## config.mk

```make
export PLATFORM = sky130hd
export DESIGN_NAME = cpu_mc
export DESIGN_NICKNAME = d
export VERILOG_FILES = /design/src/rtl/cpu_mc_pkg.sv /design/src/rtl/cpu_mc_barrel_shifter.sv /design/src/rtl/cpu_mc.sv
export SDC_FILE = /design/constraint.sdc
export NUM_CORES = 1
export LEC_CHECK = 0
export ABC_AREA = 1
export CORE_MARGIN = 2
export CORE_UTILIZATION = 45
export CTS_CLUSTER_SIZE = 16
export DETAILED_ROUTE_END_ITERATION = 16
export GPL_TIMING_DRIVEN = 1
export PLACE_DENSITY = 0.65
export SYNTH_ARGS = -nofsm -noshare
export SYNTH_HDL_FRONTEND = slang
export SYNTH_SLANG_ARGS = --single-unit
```

## constraint.sdc

```tcl
create_clock -name CLK -period 5.4 [get_ports CLK]
set_input_delay 0.54 -clock CLK [delete_from_list [all_inputs] [get_ports CLK]]
set_output_delay 0.54 -clock CLK [all_outputs]
set_load 0.01 [all_outputs]
```

## src/rtl/cpu_mc_pkg.sv

```systemverilog
// Shared definitions for the multi-cycle core: opcodes, instruction field positions,
// FSM state encoding and shifter operation select.
package cpu_mc_pkg;

    localparam logic [7:0] OP_LOADI = 8'h00;
    localparam logic [7:0] OP_MOV   = 8'h01;
    localparam logic [7:0] OP_ADD   = 8'h02;
    localparam logic [7:0] OP_SUB   = 8'h03;
    localparam logic [7:0] OP_AND   = 8'h04;
    localparam logic [7:0] OP_OR    = 8'h05;
    localparam logic [7:0] OP_J     = 8'h06;
    localparam logic [7:0] OP_BEQ   = 8'h07;
    localparam logic [7:0] OP_BNE   = 8'h08;
    localparam logic [7:0] OP_SLL   = 8'h09;
    localparam logic [7:0] OP_SRL   = 8'h0A;
    localparam logic [7:0] OP_SRA   = 8'h0B;
    localparam logic [7:0] OP_ROR   = 8'h0C;
    localparam logic [7:0] OP_LWD   = 8'h0D;
    localparam logic [7:0] OP_LWI   = 8'h0E;
    localparam logic [7:0] OP_SWD   = 8'h0F;
    localparam logic [7:0] OP_SWI   = 8'h10;
    localparam logic [7:0] OP_HALT  = 8'hFF;

    localparam int OPC_LSB = 24;
    localparam int RD_LSB  = 16;
    localparam int RT_LSB  = 8;
    localparam int RS_LSB  = 0;

    typedef enum logic [1:0] {
        ST_FETCH,
        ST_EXEC,
        ST_MEM,
        ST_HALT
    } state_e;

    typedef enum logic [1:0] {
        SH_SLL,
        SH_SRL,
        SH_SRA,
        SH_ROR
    } shift_op_e;

endpackage

```

## src/rtl/cpu_mc_barrel_shifter.sv

```systemverilog
// Combinational shifter/rotator; oversize amounts saturate for shifts and wrap for rotate.
module barrel_shifter
    import cpu_mc_pkg::*;
#(
    parameter int DATA_W = 8
) (
    input  logic [DATA_W-1:0] operand_i,
    input  logic [7:0]        amount_i,
    input  shift_op_e         op_i,
    output logic [DATA_W-1:0] result_o
);

    logic        saturate;
    logic [31:0] rot_amt;

    assign saturate = 32'(amount_i) >= 32'(DATA_W);
    assign rot_amt  = 32'(amount_i) % 32'(DATA_W);

    always_comb begin
        result_o = operand_i;
        case (op_i)
            SH_SLL: result_o = saturate ? '0 : operand_i << amount_i;
            SH_SRL: result_o = saturate ? '0 : operand_i >> amount_i;
            SH_SRA: result_o = saturate ? {DATA_W{operand_i[DATA_W-1]}}
                                        : DATA_W'($signed(operand_i) >>> amount_i);
            // A zero rotate shifts the left half out entirely, leaving the operand.
            SH_ROR: result_o = (operand_i >> rot_amt) | (operand_i << (32'(DATA_W) - rot_amt));
            default: result_o = operand_i;
        endcase
    end

endmodule

```

## src/rtl/cpu_mc.sv

```systemverilog
// Multi-cycle core: FETCH -> EXEC -> (MEM) -> FETCH, with busywait handshakes on both
// memories and an absorbing HALT state left only through RESET.
module cpu_mc
    import cpu_mc_pkg::*;
#(
    parameter int DATA_W  = 8,
    parameter int REG_CNT = 8,
    parameter int PC_W    = 32
) (
    input  logic              CLK,
    input  logic              RESET,
    output logic [PC_W-1:0]   PC,
    input  logic [31:0]       INSTRUCTION,
    input  logic              INSTR_BUSYWAIT,
    output logic              MEM_READ,
    output logic              MEM_WRITE,
    output logic [DATA_W-1:0] MEM_ADDRESS,
    output logic [DATA_W-1:0] MEM_WRITEDATA,
    input  logic [DATA_W-1:0] MEM_READDATA,
    input  logic              MEM_BUSYWAIT,
    output logic              HALTED
);

    localparam int RA_W = $clog2(REG_CNT);

    state_e            state_q, state_d;
    logic [PC_W-1:0]   pc_q, pc_d;
    logic [31:0]       ir_q, ir_d;
    logic              mem_rd_q, mem_rd_d, mem_wr_q, mem_wr_d, halted_q, halted_d;
    logic [DATA_W-1:0] addr_q, addr_d, wdata_q, wdata_d;
    logic [DATA_W-1:0] regs_q [REG_CNT];

    logic              rf_we;
    logic [RA_W-1:0]   rf_waddr;
    logic [DATA_W-1:0] rf_wdata;

    logic [7:0]        opcode;
    logic [RA_W-1:0]   rd_idx, rt_idx, rs_idx;
    logic [DATA_W-1:0] imm_ext, rt_val, rs_val, shift_res;
    logic [PC_W-1:0]   pc_plus4, br_target;
    shift_op_e         shift_op;
    logic              unused_ir;

    assign opcode    = ir_q[OPC_LSB +: 8];
    assign rd_idx    = ir_q[RD_LSB +: RA_W];
    assign rt_idx    = ir_q[RT_LSB +: RA_W];
    assign rs_idx    = ir_q[RS_LSB +: RA_W];
    assign rt_val    = regs_q[rt_idx];
    assign rs_val    = regs_q[rs_idx];
    assign pc_plus4  = pc_q + PC_W'(4);
    assign br_target = pc_plus4 + {{(PC_W-10){ir_q[RD_LSB+7]}}, ir_q[RD_LSB +: 8], 2'b00};
    assign unused_ir = &{1'b0, ir_q[RT_LSB +: 8]};

    always_comb begin
        imm_ext      = '0;
        imm_ext[7:0] = ir_q[RS_LSB +: 8];
    end

    always_comb begin
        case (opcode)
            OP_SRL:  shift_op = SH_SRL;
            OP_SRA:  shift_op = SH_SRA;
            OP_ROR:  shift_op = SH_ROR;
            default: shift_op = SH_SLL;
        endcase
    end

    barrel_shifter #(.DATA_W(DATA_W)) u_shifter (
        .operand_i (rt_val),
        .amount_i  (ir_q[RS_LSB +: 8]),
        .op_i      (shift_op),
        .result_o  (shift_res)
    );

    always_comb begin
        state_d  = state_q;
        pc_d     = pc_q;
        ir_d     = ir_q;
        mem_rd_d = mem_rd_q;
        mem_wr_d = mem_wr_q;
        addr_d   = addr_q;
        wdata_d  = wdata_q;
        halted_d = halted_q;
        rf_we    = 1'b0;
        rf_waddr = rd_idx;
        rf_wdata = '0;
        case (state_q)
            ST_FETCH: begin
                if (!INSTR_BUSYWAIT) begin
                    ir_d    = INSTRUCTION;
                    state_d = ST_EXEC;
                end
            end
            ST_EXEC: begin
                state_d = ST_FETCH;
                pc_d    = pc_plus4;
                case (opcode)
                    OP_LOADI: begin rf_we = 1'b1; rf_wdata = imm_ext;         end
                    OP_MOV:   begin rf_we = 1'b1; rf_wdata = rs_val;          end
                    OP_ADD:   begin rf_we = 1'b1; rf_wdata = rt_val + rs_val; end
                    OP_SUB:   begin rf_we = 1'b1; rf_wdata = rt_val - rs_val; end
                    OP_AND:   begin rf_we = 1'b1; rf_wdata = rt_val & rs_val; end
                    OP_OR:    begin rf_we = 1'b1; rf_wdata = rt_val | rs_val; end
                    OP_SLL, OP_SRL, OP_SRA, OP_ROR: begin
                        rf_we    = 1'b1;
                        rf_wdata = shift_res;
                    end
                    OP_J:   pc_d = br_target;
                    OP_BEQ: if (rt_val == rs_val) pc_d = br_target;
                    OP_BNE: if (rt_val != rs_val) pc_d = br_target;
                    OP_LWD, OP_LWI, OP_SWD, OP_SWI: begin
                        // PC holds until the access completes.
                        pc_d     = pc_q;
                        state_d  = ST_MEM;
                        addr_d   = (opcode == OP_LWD || opcode == OP_SWD) ? rs_val : imm_ext;
                        wdata_d  = rt_val;
                        mem_rd_d = (opcode == OP_LWD || opcode == OP_LWI);
                        mem_wr_d = (opcode == OP_SWD || opcode == OP_SWI);
                    end
                    OP_HALT: begin
                        pc_d     = pc_q;
                        halted_d = 1'b1;
                        state_d  = ST_HALT;
                    end
                    default: ;
                endcase
            end
            ST_MEM: begin
                if (!MEM_BUSYWAIT) begin
                    rf_we    = mem_rd_q;
                    rf_wdata = MEM_READDATA;
                    mem_rd_d = 1'b0;
                    mem_wr_d = 1'b0;
                    pc_d     = pc_plus4;
                    state_d  = ST_FETCH;
                end
            end
            ST_HALT: ;
            default: state_d = ST_FETCH;
        endcase
    end

    always_ff @(posedge CLK or posedge RESET) begin
        if (RESET) begin
            state_q  <= ST_FETCH;
            pc_q     <= '0;
            ir_q     <= '0;
            mem_rd_q <= 1'b0;
            mem_wr_q <= 1'b0;
            addr_q   <= '0;
            wdata_q  <= '0;
            halted_q <= 1'b0;
        end else begin
            state_q  <= state_d;
            pc_q     <= pc_d;
            ir_q     <= ir_d;
            mem_rd_q <= mem_rd_d;
            mem_wr_q <= mem_wr_d;
            addr_q   <= addr_d;
            wdata_q  <= wdata_d;
            halted_q <= halted_d;
        end
    end

    for (genvar gi = 0; gi < REG_CNT; gi++) begin : g_regs
        always_ff @(posedge CLK or posedge RESET) begin
            if (RESET) begin
                regs_q[gi] <= '0;
            end else if (rf_we && rf_waddr == RA_W'(gi)) begin
                regs_q[gi] <= rf_wdata;
            end
        end
    end

    assign PC            = pc_q;
    assign MEM_READ      = mem_rd_q;
    assign MEM_WRITE     = mem_wr_q;
    assign MEM_ADDRESS   = addr_q;
    assign MEM_WRITEDATA = wdata_q;
    assign HALTED        = halted_q;

endmodule

```

==> flow_summary_export.csv <==
group,metric,value,unit
run_status,outcome,"complete, no violations",
clock_tree,htreeDepth,4,
timing,setup_ws,1.25,ns
timing,finalCritPeriodShare,76.8,%
die,initial_core_util,45.6,%
die,num_rows,60,
setup_path,cp.required,5.71,ns
hold_path,hold_class,"reg -> reg",
timing,tightest_slew,0.974,ns
die,core_area,26900,um2
clock_tree,ctsRootBufferMaster,"clkbuf_16",
setup_path,critPathKind,"reg -> reg",
clock_tree,cts_tree,"yes",
die,dieArea,28600,um2
global_route,grt_pass1_wl,62300,um
setup_path,critPathLaunchType,"flip-flop",
clock_tree,post_cts_buffers,0,
route,first_pass_iters,6,
synthesis,synth_edf_count,0,
setup_path,critical-path-max-stage-delay,0.81,ns
clock_tree,clk_pin_slew,0.06,ns
timing,maxSlewViolCount,0,
route,drcViolationCount,0,
setup_path,critPathTopFamily,"simple AND/OR/NAND/NOR gates",
timing,finalHoldViolCount,0,
synthesis,yosysSeqAreaShare,29.0,%
clock_tree,cts_resized,0,
synthesis,syn_area,12200,um2
global_route,grt_max_degree,67,
route,route.vias.total,12200,
layout,n_antenna_cell,0,
placed_design,dp_hpwl,29100,um
run,max-cap-violations,0,
route,routed_wl,38900,um
clock_tree,clk_latency,0.44,ns
clock_tree,cts_hold_buf,0,
synthesis,yosys_most_used_dff,"dfrtp_1",
route,final_antenna_net_count,0,
timing,slew_headroom,34.8,%
setup_path,critPathSlowestCell,"dfrtp_1",
setup_path,path_cells,"buf_4 > nor2_1 > nor2_1 > nand2_1 > nand3_1 > nand2_2 > ha_1 > nor4_1 > nand3_1 > nor2_1 > nor2_4 > inv_2 > a21oi_1 > a221oi_2 > a21oi_1",
die,die-height,169,um
global_route,grt_pass1_vias,11900,
placed_design,dp_slack,1.29,ns
setup_path,path_max_fanout,43,
power_and_ir_drop,p_per_area,165,nW/um2
setup_path,arrival,4.45,ns
layout,seq_area,3550,um2
synthesis,synthCells,1793,
clock_tree,clock_path_buffers,2,
layout,area_growth,13.4,%
synthesis,yosys.cell_types.count,62,
timing,setup_viol,0,
placed_design,gp_congestion,0.960,
die,io_pins,95,
layout,nFillCells,2736,
global_route,grt_overflow_total,0,
synthesis,async_flop_share,100,%
power_and_ir_drop,leakagePower,0.00671,uW
timing,rsz0062_at_grt,"false",
placed_design,io_buffers,87,
die,fp.dieW,169,um
route,drtIter0Drc,1003,
global_route,antenna_found_initial,1,
clock_tree,cts_sinks,142,
timing,fmax,241,MHz
layout,final_layout_size_suffix_gt1_share,10.5,%
timing,finalSetupTns,0,ns
power_and_ir_drop,ir_drop,0.205,mV
timing,min_period,4.15,ns
timing,clock_skew,0.0157,ns
synthesis,syn_area_per_cell,6.83,um2
route,drt-wirelength-per-cell,17.6,um
setup_path,path_buf_inv,2,
layout,final_nets,1963,
route,via_per_inst,5.53,
synthesis,ys_seq_elements,142,
global_route,grt_use_total,27.7,%
setup_path,cp-end-kind,"flip-flop",
setup_path,cpMostUsedCell,"nor2_1",
synthesis,synth_warnings,0,
layout,multiInputGateArea,7500,um2
clock_tree,cts_buffers,17,
## per-layer routing
layer | GRT usage (%) | vias up | routed length (um)
li1 | - | 6023 | -
met1 | 36.0 | 5633 | 16800
met2 | 46.4 | 447 | 18400
met3 | 4.09 | 87 | 2240
met4 | 11.2 | 0 | 1420
met5 | 0 | - | 0
## final timing paths
kind / startpoint / end / slack, ns / cells past startpoint
max: ir_q[8]$_DFFE_PP0P_ / PC[13]$_DFFE_PP0P_ / 1.25 / 15
min: regs_q[40]$_DFFE_PP0P_ / regs_q[40]$_DFFE_PP0P_ / 0.48 / 2
max reg2reg: ir_q[8]$_DFFE_PP0P_ / PC[13]$_DFFE_PP0P_ / 1.25 / 15
min reg2reg: regs_q[40]$_DFFE_PP0P_ / regs_q[40]$_DFFE_PP0P_ / 0.48 / 2
max in group asynchronous: RESET / MEM_WRITEDATA[4]$_DFFE_PP0P_ / 3.86 / 3
min in group asynchronous: RESET / ir_q[16]$_DFFE_PP0P_ / 0.50 / 2
## synthesized netlist by cell type (4+ instances only)
| master | instances | area (um2) |
|---|---|---|
| a211oi_1 | 4 | 30.0 |
| a21oi_1 | 134 | 671 |
| a21oi_2 | 5 | 43.8 |
| a22oi_1 | 12 | 90.1 |
| a22oi_2 | 4 | 50.1 |
| a2bb2oi_1 | 4 | 35.0 |
| a31oi_1 | 13 | 81.3 |
| and2_1 | 4 | 25.0 |
| buf_2 | 34 | 170 |
| buf_4 | 4 | 30.0 |
| buf_6 | 8 | 90.1 |
| clkbuf_1 | 13 | 48.8 |
| dfrtp_1 | 142 | 3550 |
| ha_1 | 63 | 788 |
| inv_1 | 191 | 717 |
| inv_2 | 32 | 120 |
| mux2_2 | 12 | 135 |
| nand2_1 | 450 | 1690 |
| nand2_2 | 27 | 169 |
| nand2_4 | 4 | 45.0 |
| nand3_1 | 185 | 926 |
| nand3_2 | 7 | 70.1 |
| nand3b_1 | 5 | 37.5 |
| nand4_1 | 11 | 68.8 |
| nor2_1 | 138 | 518 |
| nor2_2 | 12 | 75.1 |
| nor2_4 | 11 | 124 |
| nor2_8 | 6 | 120 |
| nor3_1 | 22 | 110 |
| nor4_1 | 4 | 25.0 |
| o211ai_1 | 23 | 173 |
| o21ai_0 | 73 | 365 |
| o21ai_1 | 40 | 200 |
| o22ai_1 | 5 | 31.3 |
| or2_2 | 14 | 87.6 |
| xor2_1 | 33 | 289 |
## kinds of logic after synthesis
group                      share of synthesized area, %
other                                            0.0306
xor gates and xnor gates                           2.57
buffers and inverters                              9.89
muxes                                              1.10
and+or+nand+nor                                    34.2
adders and majority gates                          6.93
AOI/OAI and AO/OA                                  16.3
DFF                                                29.0
## worst min-delay path: cells and delay by family (launching register included)
kind	cells	cell delay, ns
flops	1	0.34
simple gates	2	0.10
## power breakdown
part | switching [uW] | leakage [uW] | total (uW) | internal [uW]
clock | 509 | 0.000258 | 1180 | 671
combinational | 27.7 | 0.00465 | 52.8 | 25.1
sequential | 0 | 0.00180 | 1060 | 1060
total | 537 | 0.00671 | 2300 | 1760
## layout by cell type (no fill, tap or decap), types with 12 or more instances in the layout
cell,Yosys,layout
nand2_1,450,448
inv_1,191,190
nand3_1,185,185
dfrtp_1,142,141
nor2_1,138,138
a21oi_1,134,134
clkdlybuf4s50_1,0,87
o21ai_0,73,73
ha_1,63,62
o21ai_1,40,40
xor2_1,33,33
inv_2,32,32
nand2_2,27,29
o211ai_1,23,23
nor3_1,22,22
clkbuf_16,0,17
or2_2,14,14
buf_4,4,14
a31oi_1,13,13
nor2_2,12,12
mux2_2,12,12
a22oi_1,12,12
## flip-flops by register name, indices dropped and copies added (netlist names)
name and flops:
HALTED 1, MEM_ADDRESS 8, MEM_READ 1, MEM_WRITE 1
MEM_WRITEDATA 8, PC 30, ir_q 27, regs_q 64
state_q 2
## per-stage QoR
stage / utilization [%] / cells / area [um2] / hold slack, ns / power (uW)
global placement: 49.6 / 2175 / 13300 / 0.465 / 1140
detailed placement: 49.6 / 2175 / 13300 / 0.465 / 1140
finish: 51.7 / 2206 / 13900 / 0.480 / 2300
global route: 51.7 / 2206 / 13900 / 0.497 / 2360
floorplan: - / 1794 / 12300 / 0.449 / 1100
CTS: 51.7 / 2206 / 13900 / 0.482 / 2320
## final cells by class
cell class	count	share of cell area [%]
inverter	228	6.26
multi-input combinational	1363	54.0
timing repair buffer	101	7.03
sequential	142	25.6
clock buffer	23	3.44
clock inverter	8	0.613
tap	341	3.07
Power figures use the tool's default switching activity.
